[config.mk]
export PLATFORM = sky130hd
export DESIGN_NAME = gamma_edge_encoder
export DESIGN_NICKNAME = d
export VERILOG_FILES = /design/src/rtl/gamma_edge_encoder.sv
export SDC_FILE = /design/constraint.sdc
export NUM_CORES = 1
export LEC_CHECK = 0
export BUFFER_PORTS_ARGS = -buffer_cell sky130_fd_sc_hd__clkbuf_2
export CELL_PAD_IN_SITES_DETAIL_PLACEMENT = 1
export CELL_PAD_IN_SITES_GLOBAL_PLACEMENT = 2
export CORE_UTILIZATION = 30
export DETAILED_ROUTE_END_ITERATION = 6
export GPL_TIMING_DRIVEN = 0
export PLACE_DENSITY = 0.7
export SLEW_MARGIN = 10
export SYNTH_ARGS = -nofsm -noshare
export SYNTH_HDL_FRONTEND = slang
export SYNTH_SLANG_ARGS = --single-unit
export TNS_END_PERCENT = 30
[constraint.sdc]
create_clock -name aclk -period 2.2 [get_ports aclk]
set_input_delay 0.22 -clock aclk [delete_from_list [all_inputs] [get_ports aclk]]
set_output_delay 0.22 -clock aclk [all_outputs]
set_load 0.1 [all_outputs]
[src/rtl/gamma_edge_encoder.sv]
// gamma_edge_encoder
//
// Turns a vector of binary lane values into race-logic rising edges. After a
// value vector is accepted, the block spends one gamma cycle emitting it:
// one SET cycle (gamma_set pulse), GAMMA_CYCLE_WIDTH RUN slots in which lane
// i steps high at slot val[i], then one CLEAR cycle that drops every edge.
// A value at or beyond GAMMA_CYCLE_WIDTH is the null code and never rises.
//
// Ports
//   aclk         clock, all state changes on its rising edge
//   grst_n       asynchronous active-low reset
//   in_valid     a value vector is presented on in_vals
//   in_ready     block is idle and accepts a vector this cycle (state decode)
//   in_vals      lane i value at bits [i*VAL_WIDTH +: VAL_WIDTH]
//   gamma_set    one-cycle pulse at gamma-cycle start (registered)
//   edges        per-lane step outputs (registered)
//   gamma_count  current RUN slot, 0 outside RUN (registered)
//   busy         high in every state except IDLE (registered)

module gamma_edge_encoder #(
  parameter int GAMMA_CYCLE_WIDTH = 16,
  parameter int NUM_LANES         = 2,
  parameter int VAL_WIDTH         = $clog2(GAMMA_CYCLE_WIDTH) + 1
) (
  input  logic                                  aclk,
  input  logic                                  grst_n,
  input  logic                                  in_valid,
  output logic                                  in_ready,
  input  logic [NUM_LANES*VAL_WIDTH-1:0]        in_vals,
  output logic                                  gamma_set,
  output logic [NUM_LANES-1:0]                  edges,
  output logic [$clog2(GAMMA_CYCLE_WIDTH)-1:0]  gamma_count,
  output logic                                  busy
);

  localparam int CNT_W = $clog2(GAMMA_CYCLE_WIDTH);
  localparam logic [CNT_W-1:0] T_LAST = CNT_W'(GAMMA_CYCLE_WIDTH - 1);

  typedef enum logic [1:0] {
    S_IDLE  = 2'd0,
    S_SET   = 2'd1,
    S_RUN   = 2'd2,
    S_CLEAR = 2'd3
  } state_t;

  state_t                         state_q;
  state_t                         state_d;
  logic [CNT_W-1:0]               t_q;
  logic [CNT_W-1:0]               t_d;
  logic [NUM_LANES*VAL_WIDTH-1:0] vals_q;

  logic                           accept;
  logic                           set_d;
  logic                           busy_d;
  logic [CNT_W-1:0]               count_d;
  logic [NUM_LANES-1:0]           edges_d;

  // A lane is high once the slot has reached its value. Values of
  // GAMMA_CYCLE_WIDTH or more exceed every slot, so null never rises, and
  // because the slot only increases within RUN the step is monotone.
  function automatic logic lane_edge(input logic [VAL_WIDTH-1:0] v,
                                     input logic [CNT_W-1:0]     t);
    return v <= VAL_WIDTH'(t);
  endfunction

  assign in_ready = (state_q == S_IDLE);
  assign accept   = in_valid && in_ready;

  always_comb begin
    state_d = state_q;
    t_d     = t_q;
    case (state_q)
      S_IDLE: begin
        if (in_valid) begin
          state_d = S_SET;
        end
      end
      S_SET: begin
        state_d = S_RUN;
        t_d     = '0;
      end
      S_RUN: begin
        if (t_q == T_LAST) begin
          state_d = S_CLEAR;
          t_d     = '0;
        end else begin
          t_d = t_q + CNT_W'(1);
        end
      end
      S_CLEAR: begin
        state_d = S_IDLE;
      end
      default: begin
        state_d = S_IDLE;
        t_d     = '0;
      end
    endcase
  end

  // Outputs are registered, so they are decoded from the state being entered.
  // On the SET->RUN step the values were already latched at the handshake.
  always_comb begin
    set_d   = (state_d == S_SET);
    busy_d  = (state_d != S_IDLE);
    count_d = (state_d == S_RUN) ? t_d : '0;
    edges_d = '0;
    for (int i = 0; i < NUM_LANES; i++) begin
      edges_d[i] = (state_d == S_RUN) &&
                   lane_edge(vals_q[i*VAL_WIDTH +: VAL_WIDTH], t_d);
    end
  end

  always_ff @(posedge aclk or negedge grst_n) begin
    if (!grst_n) begin
      state_q     <= S_IDLE;
      t_q         <= '0;
      vals_q      <= '0;
      gamma_set   <= 1'b0;
      edges       <= '0;
      gamma_count <= '0;
      busy        <= 1'b0;
    end else begin
      state_q     <= state_d;
      t_q         <= t_d;
      if (accept) begin
        vals_q <= in_vals;
      end
      gamma_set   <= set_d;
      edges       <= edges_d;
      gamma_count <= count_d;
      busy        <= busy_d;
    end
  end

endmodule

# Yosys cells after proc, flatten, opt, wreduce, memory -nomap -nowiden
# Cells that the tools add are included.
[totals]
elab_cells = 27
inputBits = 13
ff_bits = 24
[op_classes]
reduce_logical = 5
n_addsub = 1
mux = 6
eq_ne = 6
order_cmp = 2
[op_table]
columns = ["operator", "count"]
rows = [
  ["$le 5x4->1", 2],
  ["$mux 4", 2],
  ["$pmux 2 s4", 1],
  ["$pmux 4 s2", 1],
  ["$eq 2x2->1 const B", 3],
  ["$add 4x1->4 const B", 1],
  ["$eq 2x1->1 const B", 2],
  ["$eq 4x4->1 const B", 1],
  ["$mux 2", 2],
  ["$logic_and 1x1->1", 3],
  ["$logic_not 2->1", 1],
  ["$reduce_bool 2->1", 1],
]

# Depth between registers and ports, before layout
# Gate-level depths: netlist of run 1.
[depth]
word_depth = 5
depth_mapped = 11
mapped_depth_nobuf = 10

# Worst setup path before layout of run 1
# No wires, ideal clock.
[synth_timing]
path_type = "flip-flop to flip-flop"
startpoint = "register state_q[0]"
endpoint = "register edges[0]"
t_required_ps = 2113
n_path_buf = 1
setup_slack_ps = -26
path_stages_with_launch = 11
arrival_ps = 2139
setup_ps = 87
path_cell_list = "dfrtp_1 -> inv_1 -> ha_1 -> buf_4 -> nand3_1 -> a21boi_0 -> ha_1 -> a21oi_1 -> o21ai_0 -> a31o_1 -> a211oi_2"
[synth_between]
elab_chain_cells = 4
word_cells_on_any_way = 11
cone_classes = "1 x order compare; 4 x eq/ne; 4 x mux; 2 x reduce/logical"
[synth_rtl]
columns = ["element", "line_no", "text"]
rows = [
  ["start: declaration", "46", "state_t state_q;"],
  ["start signal: assignment", "123", "state_q <= state_d;"],
  ["$eq 2x2->1, or another cell as far along", "72", "case (state_q)"],
  ["$pmux 2 s4 *", "72", ""],
  ["via state_d[1]", "47", "state_t state_d;"],
  ["$eq 2x2->1 *", "108", "edges_d[i] = (state_d == S_RUN) &&"],
  ["$logic_and 1x1->1 *", "108", ""],
  ["via edges_d[0]", "56", "logic [NUM_LANES-1:0] edges_d;"],
  ["end signal: assignment", "129", "edges <= edges_d;"],
  ["end: declaration", "31", "output logic [NUM_LANES-1:0] edges,"],
]
# Mark *: on every way through the listed nets, which the timed path passes. The rest lies on a longest branch.
# A chain may end at the register's enable or synchronous reset.

# Worst setup path in the final report of run 1
[layout_timing]
startpoint = "register state_q[1]"
endpoint = "register edges[0]"
[layout_between]
elab_chain_cells = 4
word_cells_on_any_way = 11
cone_classes = "1 x order compare; 4 x eq/ne; 4 x mux; 2 x reduce/logical"
[layout_rtl]
columns = ["element", "line_no"]
rows = [
  ["$eq 2x2->1, or another cell as far along", "72"],
  ["$pmux 2 s4 *", "72"],
  ["via state_d[1]", "47"],
  ["$eq 2x2->1 *", "108"],
  ["$logic_and 1x1->1 *", "108"],
  ["via edges_d[0]", "56"],
]
# Marked as above.

==> impl_metrics.py, run 1 <==
metrics = {
    "status": {
        "status": "complete, no violations",
    },
    "floorplan": {
        "core-area_um2": 3720,
        "die_w_um": 64.8,
        "fp.dieH_um": 64.8,
        "start_util_pct": 31.9,
        "num_rows": 22,
        "die_area_um2": 4200,
        "io_pins": 22,
    },
    "yosys": {
        "synth_edf_count": 0,
        "synth_compound_area_share_pct": 14.2,
        "synth.avg_cell_area_um2": 11.4,
        "yosys.area_share.simple_pct": 10.0,
        "syn_nets": 126,
        "yosysSeqAreaShare_pct": 50.7,
        "netlist-cell-type-count": 30,
        "synth_top_family_by_area": "compound AO/OA/AOI/OAI gates",
        "async_flop_share_pct": 100,
        "synth_ff_type": "dfrtp_1",
        "synth-seq-cells": 24,
        "synth_area_um2": 1180,
        "synth.area.mux_share_pct": 10.4,
        "synthAdderAreaFrac_pct": 9.51,
        "yosys.area_share.xor_xnor_pct": 0.740,
        "ys.warnings.count": 0,
        "netlist_instances": 104,
    },
    "detailed_routing": {
        "drc": 0,
        "wl_mm": 2.70,
        "wl_per_cell_um": 14.7,
        "drt-pass1-iter-count": 2,
        "ant_nets": 0,
        "vias_per_cell": 4.95,
        "drt_iter0_drc": 12,
        "num_vias": 910,
    },
    "timing": {
        "whs_ns": 0.176,
        "worstMarginPinSlew_ns": 0.624,
        "relSlewSlack_pct": 58.4,
        "fin_worst_skew_ns": 0.000775,
        "fin_ws_ns": 0.0617,
        "period_needed_ns": 2.14,
        "setup_viol": 0,
        "drv_slew": 0,
        "fin_crit_sh_pct": 97.2,
        "finalHoldViolCount": 0,
        "max_freq_mhz": 468,
    },
    "critical_path": {
        "crit_fanout": 8,
        "path_class": "reg2reg",
        "reg2reg_to": "edges[0]$_DFF_PN0_",
        "critical_path_arrival_ns": 2.33,
        "r2r_cells": 10,
        "cp.required_ns": 2.39,
        "reg2reg_from": "state_q[1]$_DFF_PN0_",
        "end_kind": "register",
        "start_kind": "register",
        "rrSetupSlack_ns": 0.06,
    },
    "clock_tree": {
        "clock_path_buffers": 2,
        "clock_sinks": 24,
        "clkTransAtPathRegs_ns": 0.08,
        "ctsRootBufferMaster": "clkbuf_8",
        "worstSkewPairLatency_ns": 0.27,
        "cts_tree": "done",
        "h-tree-depth": 1,
        "cts_made_buffers": 3,
    },
    "layout": {
        "layout_commonest_cell": "dfrtp_1",
        "nFillCells": 420,
        "most-common-layout-cells": "dfrtp_1 (22), clkbuf_2 (21), mux2_2 (10)",
        "drive_gt1_share_pct": 47.1,
        "nNetsFinal": 160,
        "final_util_pct": 42.0,
        "n_antenna_cell": 0,
        "area_growth_pct": 31.7,
    },
    "worst_hold_path": {
        "hold_path.class": "in2reg",
        "hp-start": "in_vals[0]",
        "hold_end": "vals_q[0]$_DFFE_PN0P_",
        "hold_depth": 2,
    },
    "grt": {
        "grt_use_total_pct": 14.4,
        "grt_max_degree": 25,
        "grt.overflow.total": 0,
        "grt_pass1_wl_mm": 4.46,
        "grt_pass1_vias": 944,
        "antenna_found_initial": 0,
    },
    "placed_design": {
        "place_ws_ns": -0.248,
        "hpwl_mm": 1.92,
        "gp_congestion": 0.734,
        "portBuffers": 21,
    },
    "flow_run": {
        "drv_cap": 0,
    },
}
## critical path, stage by stage (launching register included)
cell,delay (ns)
dfrtp_1,0.36
inv_1,0.07
ha_4,0.27
buf_8,0.13
clkinvlp_4,0.13
a21boi_4,0.22
ha_4,0.23
a21oi_2,0.13
o31ai_1,0.08
a31o_1,0.24
a211oi_2,0.20
## worst max-delay path by stage
stage	to	from	cells after the start	slack (ns)
detailed placement	edges[0]$_DFF_PN0_	state_q[0]$_DFF_PN0_	10	-0.25
floorplan	edges[1]$_DFF_PN0_	state_q[0]$_DFF_PN0_	7	0.06
CTS	edges[0]$_DFF_PN0_	t_q[0]$_DFF_PN0_	10	0.009
global placement	edges[0]$_DFF_PN0_	state_q[0]$_DFF_PN0_	10	-0.23
finish	edges[0]$_DFF_PN0_	state_q[1]$_DFF_PN0_	10	0.06
global route	edges[0]$_DFF_PN0_	state_q[1]$_DFF_PN0_	10	-0.01
## final cells by class
type | instances | area, um2 | share of cell area [%]
inverter | 11 | 45.0 | 2.89
tap | 48 | 60.1 | 3.85
buffer | 2 | 18.8 | 1.20
multi-input combinational | 67 | 623 | 40.0
clock buffer | 3 | 41.3 | 2.65
timing repair buffer | 29 | 168 | 10.8
sequential | 24 | 603 | 38.7
## what timing repair did
item	4_1_cts	5_1_grt
hold buffers	1	0
endpoints found under the setup margin	2	2
hold endpoints to repair	24	0
pin swaps	0	2
buffers inserted	4	3
resized for setup	11	12
## per-stage QoR
| stage | instance area [um2] | instances | setup TNS [ns] |
|---|---|---|---|
| floorplan | 1180 | 104 | 0 |
| global placement | 1350 | 173 | -0.255 |
| detailed placement | 1350 | 173 | -0.273 |
| CTS | 1490 | 181 | 0 |
| global route | 1560 | 184 | -0.0264 |
| finish | 1560 | 184 | 0 |
## logic make-up after synthesis
family          after synthesis
mux                          11
flops                        24
fa+ha+maj                     9
xor+xnor                      1
simple gates                 23
buf+inv                      13
compound gates               23
## state kept, by name, summed over array words and instances, names as in the netlist
signal	flops
t_q	4
busy	1
gamma_set	1
vals_q	10
state_q	2
gamma_count	4
edges	2
## synth_stat cells (2+ instances only)
library cell / n / area [um2]
ha_1: 9 / 113
a21boi_0: 2 / 15.0
mux2_2: 10 / 113
o211ai_1: 2 / 15.0
nor2_1: 3 / 11.3
o21ai_0: 3 / 15.0
nand3_1: 4 / 20.0
dfrtp_1: 24 / 601
nor3_1: 6 / 30.0
inv_1: 11 / 41.3
a21oi_1: 5 / 25.0
nand2_1: 6 / 22.5
o2111ai_1: 2 / 17.5
## per-layer routing
layer | track usage [%] | share of wire (%) | wire (um) | up-vias
met5 | 0 | 0 | 0 | -
met4 | 5.83 | 1.7 | 46 | 0
met3 | 2.82 | 2.8 | 76 | 5
met2 | 25.1 | 54 | 1440 | 16
met1 | 17.1 | 42 | 1130 | 453
li1 | - | - | - | 436
Power of run 1 is left out: the tool's default activity adds up to more than one toggle a clock period on the data nets, which glitch-free logic cannot reach.
==> run 2, diff against run 1 <==
--- a/config.mk
+++ b/config.mk
@@ -8,10 +8,10 @@
 export BUFFER_PORTS_ARGS = -buffer_cell sky130_fd_sc_hd__clkbuf_2
 export CELL_PAD_IN_SITES_DETAIL_PLACEMENT = 1
 export CELL_PAD_IN_SITES_GLOBAL_PLACEMENT = 2
-export CORE_UTILIZATION = 30
+export CORE_UTILIZATION = 31
 export DETAILED_ROUTE_END_ITERATION = 6
 export GPL_TIMING_DRIVEN = 0
-export PLACE_DENSITY = 0.7
+export PLACE_DENSITY = 0.72
 export SLEW_MARGIN = 10
 export SYNTH_ARGS = -nofsm -noshare
 export SYNTH_HDL_FRONTEND = slang
==> impl_metrics.py, run 2 (synthesis gave the netlist of run 1 again) <==
metrics = {
    "status": {
        "status": "complete, no violations",
    },
    "detailed_routing": {
        "ant_nets": 0,
        "drt-pass1-iter-count": 4,
        "drt_iter0_drc": 26,
        "wl_mm": 2.85,
        "drc": 0,
        "vias_per_cell": 4.87,
        "wl_per_cell_um": 15.2,
        "num_vias": 910,
    },
    "critical_path": {
        "crit_fanout": 8,
        "start_kind": "register",
        "path_class": "reg2reg",
        "end_kind": "register",
        "cp.required_ns": 2.39,
        "critical_path_arrival_ns": 2.32,
    },
    "clock_tree": {
        "worstSkewPairLatency_ns": 0.27,
        "clkTransAtPathRegs_ns": 0.09,
        "clock_path_buffers": 2,
        "cts_tree": "done",
        "cts_made_buffers": 3,
        "h-tree-depth": 1,
        "clock_sinks": 24,
        "ctsRootBufferMaster": "clkbuf_8",
    },
    "worst_hold_path": {
        "hold_path.class": "in2reg",
    },
    "timing": {
        "relSlewSlack_pct": 60.0,
        "max_freq_mhz": 470,
        "setup_viol": 0,
        "whs_ns": 0.178,
        "period_needed_ns": 2.13,
        "drv_slew": 0,
        "worstMarginPinSlew_ns": 0.601,
        "finalHoldViolCount": 0,
        "fin_worst_skew_ns": 0.00249,
        "fin_crit_sh_pct": 96.7,
    },
    "floorplan": {
        "die_w_um": 63.8,
        "start_util_pct": 32.3,
        "core-area_um2": 3660,
        "num_rows": 22,
        "io_pins": 22,
        "die_area_um2": 4070,
        "fp.dieH_um": 63.8,
    },
    "layout": {
        "n_antenna_cell": 0,
        "most-common-layout-cells": "dfrtp_1 (22), clkbuf_2 (21), mux2_2 (10)",
        "nNetsFinal": 162,
        "finalInstanceArea_um2": 1620,
        "reg_top3": "vals_q (10), gamma_count (4), t_q (4)",
        "layout_commonest_cell": "dfrtp_1",
        "top_register": "vals_q",
        "largest_register_ffs": 10,
        "area_growth_pct": 36.5,
        "drive_gt1_share_pct": 48.2,
    },
    "grt": {
        "grt.overflow.total": 0,
        "grt_pass1_wl_mm": 4.75,
        "antenna_found_initial": 0,
        "grt_max_degree": 25,
        "grt_use_total_pct": 15.4,
        "grt_pass1_vias": 1024,
    },
    "placed_design": {
        "gp_congestion": 0.735,
        "hpwl_mm": 1.91,
        "portBuffers": 21,
        "placed_cell_area_um2": 1350,
    },
    "flow_run": {
        "drv_cap": 0,
    },
}
## run 2: cell types whose count changed in the layout (fill, tap and decap cells not counted)
cell	before	now
buf_4	7	9
clkbuf_8	3	4
ha_2	3	1
ha_4	2	4
nand3_2	2	1
nand3_4	0	1
o21ai_0	2	3
o21ai_1	2	1
## run 2: area by class of cell
cell class / instances / area [um2]
inverters: 11 / 45.0
plain buffers: 2 / 18.8
multi-input cells: 67 / 651
flip-flops and latches: 24 / 603
clock buffers: 4 / 55.1
fillers: 414 / 2050
repair buffers: 31 / 183
well taps: 48 / 60.1
## run 2: worst paths after layout
kind,start,slack [ns],to,depth (start not counted)
worst max register to register,state_q[1]$_DFF_PN0_,0.07,edges[0]$_DFF_PN0_,10
min in group asynchronous,grst_n,0.48,gamma_count[3]$_DFF_PN0_,2
worst min register to register,vals_q[4]$_DFFE_PN0P_,0.47,edges[0]$_DFF_PN0_,1
max in group asynchronous,grst_n,1.30,t_q[1]$_DFF_PN0_,2
worst min-delay path,in_vals[4],0.18,vals_q[4]$_DFFE_PN0P_,2
worst max-delay path,state_q[1]$_DFF_PN0_,0.07,edges[0]$_DFF_PN0_,10
## run 2: worst max-delay path: stages, from the launching register on
cell	delay, ns
dfrtp_1	0.36
inv_1	0.07
ha_4	0.28
buf_8	0.13
clkinvlp_4	0.12
a21boi_4	0.22
ha_4	0.23
a21oi_2	0.13
o21ai_0	0.10
a31o_1	0.23
a211oi_2	0.17
## run 2: what timing repair did
item | 4_1_cts | 5_1_grt
hold buffers | 1 | 0
endpoints found under the hold margin | 24 | 0
setup buffers | 5 | 4
pin swaps | 0 | 7
setup endpoints to repair | 2 | 2
gates resized for setup | 12 | 12
## run 2: routing by layer
metal / share of wire, % / GRT usage, % / wire length, um
met5: 0 / 0 / 0
met4: 1.7 / 5.11 / 47
met3: 3.8 / 3.93 / 109
met2: 52 / 27.4 / 1480
met1: 42 / 17.8 / 1200
## run 2: metrics by stage
step                      util [%]  cells  TNS [ns]  setup WS, ns
final                         44.1    187         0        0.0726
after global routing          44.1    187  -0.00466      -0.00466
after CTS                     41.3    183         0       0.00530
after detailed placement      36.8    173    -0.303        -0.261
after global placement        36.8    173    -0.210        -0.210
after floorplan                  -    104         0        0.0565
Power of run 2 is left out for the same reason.
